===== src/rtl/keypad_scanner.sv =====
// 4x3 matrix keypad scanner: drives rows active-low, debounces whole-frame results,
// and holds each decoded key press in a one-entry valid/ack buffer.
module keypad_scanner #(
    parameter int SCAN_DIV = 250,
    parameter int DEBOUNCE = 4
) (
    input  logic       gclk,
    input  logic       rst,
    input  logic [2:0] keypadc,
    output logic [3:0] keypadr,
    output logic [3:0] key_code,
    output logic       key_valid,
    input  logic       key_ack,
    output logic       key_down,
    output logic       overrun
);

    localparam int SW = (SCAN_DIV > 1) ? $clog2(SCAN_DIV) : 1;
    localparam int CW = (DEBOUNCE > 1) ? $clog2(DEBOUNCE + 1) : 1;
    localparam logic [SW-1:0] SLOT_LAST = SW'(SCAN_DIV - 1);
    localparam logic [CW-1:0] DB_TARGET = CW'(DEBOUNCE);

    typedef enum logic {
        ST_IDLE,
        ST_PRESSED
    } state_t;

    // Lowest closed column wins; only meaningful when exactly one contact is closed.
    function automatic logic [3:0] key_map(input logic [1:0] row, input logic [2:0] closed);
        logic [1:0] col;
        logic [3:0] code;
        col = closed[0] ? 2'd0 : (closed[1] ? 2'd1 : 2'd2);
        if (row == 2'd3) begin
            case (col)
                2'd0:    code = 4'hE;
                2'd1:    code = 4'h0;
                default: code = 4'hF;
            endcase
        end else begin
            code = {2'b00, row} * 4'd3 + {2'b00, col} + 4'd1;
        end
        return code;
    endfunction

    logic [2:0]    r_sync1;
    logic [2:0]    r_sync2;
    logic          r_active;
    logic [1:0]    r_row;
    logic [SW-1:0] r_slot;
    logic [1:0]    r_hits;
    logic [3:0]    r_hit_code;
    state_t        r_state;
    logic [CW-1:0] r_cnt;
    logic [3:0]    r_cand;
    logic [3:0]    r_key_code;
    logic          r_key_valid;
    logic          r_overrun;

    logic          w_slot_end;
    logic          w_frame_end;
    logic [2:0]    w_closed;
    logic [1:0]    w_row_hits;
    logic [3:0]    w_row_code;
    logic [2:0]    w_sum;
    logic [1:0]    w_acc_hits;
    logic [3:0]    w_acc_code;
    logic          w_single;
    logic [CW-1:0] w_cnt_inc;
    state_t        w_state_nx;
    logic [CW-1:0] w_cnt_nx;
    logic [3:0]    w_cand_nx;
    logic          w_press;

    // NOTE: sequential state uses non-blocking assignments so every flop samples
    // pre-edge values regardless of block ordering.
    always_ff @(posedge gclk or posedge rst) begin
        if (rst) begin
            r_sync1 <= 3'b111;
            r_sync2 <= 3'b111;
        end else begin
            r_sync1 <= keypadc;
            r_sync2 <= r_sync1;
        end
    end

    // r_active holds the rows released for the reset cycle, so row 0 gets a full slot.
    always_ff @(posedge gclk or posedge rst) begin
        if (rst) begin
            r_active <= 1'b0;
            r_row    <= 2'd0;
            r_slot   <= '0;
        end else begin
            r_active <= 1'b1;
            if (r_active) begin
                if (r_slot == SLOT_LAST) begin
                    r_slot <= '0;
                    r_row  <= r_row + 2'd1;
                end else begin
                    r_slot <= r_slot + SW'(1);
                end
            end
        end
    end

    assign keypadr = r_active ? ~(4'b0001 << r_row) : 4'b1111;

    assign w_slot_end  = r_active && (r_slot == SLOT_LAST);
    assign w_frame_end = w_slot_end && (r_row == 2'd3);
    assign w_closed    = ~r_sync2;
    assign w_row_hits  = 2'(w_closed[0]) + 2'(w_closed[1]) + 2'(w_closed[2]);
    assign w_row_code  = key_map(r_row, w_closed);
    assign w_sum       = {1'b0, r_hits} + {1'b0, w_row_hits};
    assign w_acc_hits  = (w_sum >= 3'd2) ? 2'd2 : w_sum[1:0];
    assign w_acc_code  = (r_hits == 2'd0) ? w_row_code : r_hit_code;
    assign w_single    = (w_acc_hits == 2'd1);
    assign w_cnt_inc   = r_cnt + CW'(1);

    // Contact tally saturates at 2: anything beyond one contact is simply MULTI.
    always_ff @(posedge gclk or posedge rst) begin
        if (rst) begin
            r_hits     <= 2'd0;
            r_hit_code <= 4'd0;
        end else if (w_slot_end) begin
            if (r_row == 2'd3) begin
                r_hits     <= 2'd0;
                r_hit_code <= 4'd0;
            end else begin
                r_hits     <= w_acc_hits;
                r_hit_code <= w_acc_code;
            end
        end
    end

    // NOTE: every output of this block gets a default first, so no path can infer a latch.
    always_comb begin
        w_state_nx = r_state;
        w_cnt_nx   = r_cnt;
        w_cand_nx  = r_cand;
        w_press    = 1'b0;
        if (w_frame_end) begin
            case (r_state)
                ST_IDLE: begin
                    if (w_single && (w_acc_code == r_cand)) begin
                        w_cnt_nx = w_cnt_inc;
                    end else if (w_single) begin
                        w_cand_nx = w_acc_code;
                        w_cnt_nx  = CW'(1);
                    end else begin
                        w_cnt_nx = '0;
                    end
                    if (w_cnt_nx == DB_TARGET) begin
                        w_state_nx = ST_PRESSED;
                        w_cnt_nx   = '0;
                        w_press    = 1'b1;
                    end
                end
                ST_PRESSED: begin
                    w_cnt_nx = w_single ? '0 : w_cnt_inc;
                    if (w_cnt_nx == DB_TARGET) begin
                        w_state_nx = ST_IDLE;
                        w_cnt_nx   = '0;
                    end
                end
                default: w_state_nx = ST_IDLE;
            endcase
        end
    end

    always_ff @(posedge gclk or posedge rst) begin
        if (rst) begin
            r_state <= ST_IDLE;
            r_cnt   <= '0;
            r_cand  <= 4'd0;
        end else begin
            r_state <= w_state_nx;
            r_cnt   <= w_cnt_nx;
            r_cand  <= w_cand_nx;
        end
    end

    // An ack on the event edge frees the slot, so the new code replaces the old one.
    always_ff @(posedge gclk or posedge rst) begin
        if (rst) begin
            r_key_code  <= 4'd0;
            r_key_valid <= 1'b0;
            r_overrun   <= 1'b0;
        end else if (w_press) begin
            if (!r_key_valid || key_ack) begin
                r_key_code  <= w_cand_nx;
                r_key_valid <= 1'b1;
            end else begin
                r_overrun <= 1'b1;
            end
        end else if (key_ack && r_key_valid) begin
            r_key_valid <= 1'b0;
        end
    end

    assign key_code  = r_key_code;
    assign key_valid = r_key_valid;
    assign key_down  = (r_state == ST_PRESSED);
    assign overrun   = r_overrun;

endmodule


===== config.mk =====
export PLATFORM = sky130hd
export DESIGN_NAME = keypad_scanner
export DESIGN_NICKNAME = d
export VERILOG_FILES = /design/src/rtl/keypad_scanner.sv
export SDC_FILE = /design/constraint.sdc
export NUM_CORES = 1
export LEC_CHECK = 0
export ABC_AREA = 1
export CAP_MARGIN = 20
export CORE_ASPECT_RATIO = 1.4
export CORE_MARGIN = 3
export CORE_UTILIZATION = 30
export CTS_CLUSTER_SIZE = 28
export DETAILED_ROUTE_END_ITERATION = 12
export PLACE_DENSITY = 0.54
export SYNTH_ARGS = -nofsm -noshare
export SYNTH_HDL_FRONTEND = slang
export SYNTH_SLANG_ARGS = --single-unit

===== constraint.sdc =====
create_clock -name gclk -period 3.13 [get_ports gclk]
set_input_delay 0.626 -clock gclk [delete_from_list [all_inputs] [get_ports gclk]]
set_output_delay 0.626 -clock gclk [all_outputs]
set_load 0.01 [all_outputs]

==> metrics <==
r2r startpoint=r_sync2[0]$_DFF_PP1_; num ports=17; final setup margin=roughly 0.24 ns; Netlist Area Pre-Place=2136 um2; Final Max Slew Viols=0; Max Cap Viol=0; Fmax achieved=0.3457 GHz; first-pass GRT wire length=7.327 mm; area grow syn2layout=17.57%; CTS H-Tree Depth=2; Cells after Synth=around 250; Setup TNS=0 ns; DP Wirelength=3.185 mm; crit-path max cell delay=0.58 ns; outcome=finished clean; power per cell area=424.2 nW/um2; clock sink count=37; hold path start=r_sync1[1]$_DFF_PP1_; I/O Buffers=16; Worst EP required=3.32 ns; Mean Syn Cell Area=8.442 um2; DIE WIDTH=77.31 um; Clk pin slew, worst setup/hold paths=0.08 ns; initial antenna violation count=0; crit path max-delay cell type=dfstp_2; xor-xnor portion of the synthesized cell area=0.01230; RSZ-0062 raised after global routing=false; CP Buf/Inv Count=3; register bit count reported by yosys=37; nets=~300; clk_lat worst skew=between 0.2 and 0.3 ns; # diodes=0; setup violators final=0; largest net degree at the start of global routing=38; gp weighted congestion=0.7642; Max IR drop VDD=between 200 and 300 uV; largest family of logic cells by synthesized area=simple AND/OR/NAND/NOR gates; mux contribution to synthesized area=0; leading area contributor after synthesis=dfrtp_1; wire per inst=roughly 11 um; Power, Total=1.065 mW; Fin. Hold Viols=0; simple-gate share of the synthesized area=0.2888; Static Leakage=1.195 nW; total gr overflow=0; Die Ht=105.8 um; Setup Skew=0.008543 ns; Synth Area in Compound Gates=0.07850; vias per inst=4.314; CP Cell Sequence=fa_1, inv_1, ha_1, inv_1, fa_1, nand2_1, inv_1, nand2_4, nor2_1, nand2_1, nor2_4, nand2_1, nand2_2, nand4_2, nand2_1, nand2_1; post-synthesis sequential area ratio=0.4370; pre-CTS setup slack=between 0.1 and 0.15 ns; reg2reg path depth=16; Syn Nets=274; worst reg-to-reg setup slack=0.24 ns; total CTS buffers=5; Yosys cell types=31; Crit Path Class=flip-flop to flip-flop; critical path peak fanout=7; WP depth=16; worst endpoint data arrival time=3.08 ns; CTS tree=yes; initial drt markers=30; CP endpoint kind=flip-flop; RR Endpoint=key_code[3]$_DFFE_PP0P_; share of layout cells above drive strength 1=0.1697; Root Driver=clkbuf_8; Initial Util=0.3167; CP most frequent cell=nand2_1; Final Critical Period=2.893 ns; largest cells by area after synthesis=dfrtp_1, nand2_1, dfstp_2, ha_1, inv_1; Worst path top cell family by delay=adder cells; Overall Global Routing Usage=0.1121; CTS Buffer Depth=2; CORE AREA=6744 um2; crit share post-route=0.9242; DRC viols=0; post-CTS setup buffer count=0; Post-Synth Adder-Cell Area=0.1019; Startpoint Class=flip-flop; crit path from=r_sync2[0]$_DFF_PP1_; via count=1,592; iteration count of the initial detailed-routing pass=4; crit path to=key_code[3]$_DFFE_PP0P_; Detailed Route WL=between 4 and 5 mm; area of the die=8182 um2; Final Core Density=0.3724; worst hold path class=flip-flop to flip-flop; cell row count=35; YS warnings=0; final hold slack=0.3674 ns; DRT antenna net count=0; vias in the first global route=~1.7k; share of the synthesized area in the top cell type=0.3632
==> state kept, by name, indices dropped and copies added, names as in the netlist <==
register	count
r_row	2
r_hits	2
r_cand	4
r_sync2	3
key_down	1
r_cnt	3
r_active	1
key_code	4
key_valid	1
r_slot	8
r_sync1	3
r_hit_code	4
overrun	1
==> where the power goes <==
| group | total (mW) | internal [mW] | switching [mW] |
|---|---|---|---|
| Clock | 0.347 | 0.180 | 0.167 |
| Combinational | 0.161 | 0.0619 | 0.0992 |
| Sequential | 0.557 | 0.525 | 0.0322 |
| Total | 1.07 | 0.767 | 0.299 |
==> worst register-to-register path: cells and delay by family (launching register included) <==
| kind | cells | cell delay (ns) |
|---|---|---|
| fa+ha+maj | 3 | 1.03 |
| simple gates | 10 | 0.97 |
| buf+inv | 3 | 0.22 |
| flops | 1 | 0.58 |
==> logic make-up (layout without fill, tap and decap cells) <==
| group | count (synthesis) | in the layout |
|---|---|---|
| flops | 37 | 37 |
| buf+inv | 44 | 68 |
| simple gates | 127 | 127 |
| other cells | 1 | 1 |
| compound gates | 26 | 26 |
| xor+xnor | 3 | 3 |
| fa+ha+maj | 15 | 15 |
==> worst min path at each step <==
stage | to | slack [ns] | depth (start not counted)
after global routing | r_sync2[1]$_DFF_PP1_ | 0.37 | 0
after global placement | r_sync2[1]$_DFF_PP1_ | 0.36 | 0
after floorplan | r_sync2[0]$_DFF_PP1_ | 0.35 | 0
final | r_sync2[1]$_DFF_PP1_ | 0.37 | 0
after CTS | r_sync2[1]$_DFF_PP1_ | 0.37 | 0
after detailed placement | r_sync2[1]$_DFF_PP1_ | 0.36 | 0
==> per-layer routing <==
layer	GRT usage	wire, um
met1	0.1323	1821
met5	0	0
met2	0.1959	2133
met4	0.04962	87
met3	0.02051	84
==> cell type report <==
cell class | instances | area [um2]
tap | 92 | 115.1
clock buffer | 8 | 90.09
timing repair buffer | 18 | 175.2
sequential | 37 | 933.4
multi-input combinational | 172 | 1040
inverter | 42 | 157.7
fill | 723 | 4233
==> synth_stat cells <==
cell,instances
o21ai_1,2
a2bb2oi_1,1
inv_2,6
nand3_4,1
xor2_1,2
nand2_2,12
buf_2,1
nand3_2,1
conb_1,1
ha_1,11
a31oi_1,1
inv_1,36
fa_1,4
nor2_2,1
o22ai_1,4
nand3_1,19
dfrtp_1,31
nand2_1,69
o2111ai_4,1
nand4_2,1
o21bai_1,1
nor2_1,15
dfstp_2,6
buf_4,1
nor2_4,6
nand3b_1,1
o21ai_0,8
a21oi_1,7
xnor2_1,1
nor3_2,1
a21oi_2,1
==> cell usage in the layout, fill, tap and decap left out, types with 2 or more instances in the layout <==
cell / n
a21oi_1: 7
buf_4: 2
clkbuf_1: 2
clkbuf_8: 6
clkdlybuf4s50_1: 16
dfrtp_1: 31
dfstp_2: 6
fa_1: 4
ha_1: 11
inv_1: 35
inv_2: 7
nand2_1: 69
nand2_2: 11
nand3_1: 19
nor2_1: 14
nor2_2: 2
nor2_4: 6
o21ai_0: 8
o21ai_1: 2
o22ai_1: 4
xor2_1: 2
==> stage by stage <==
stage / cell area, um2 / instances
finish: 2511 / 369
global route: 2511 / 369
CTS: 2504 / 369
detailed placement: 2414 / 361
global placement: 2414 / 361
floorplan: 2136 / 253
==> repair_timing <==
action                                  CTS  global route
resized for setup                         0             3
hold buffers                              0             0
endpoints found under the setup margin    0             4
Power figures use the tool's default switching activity.
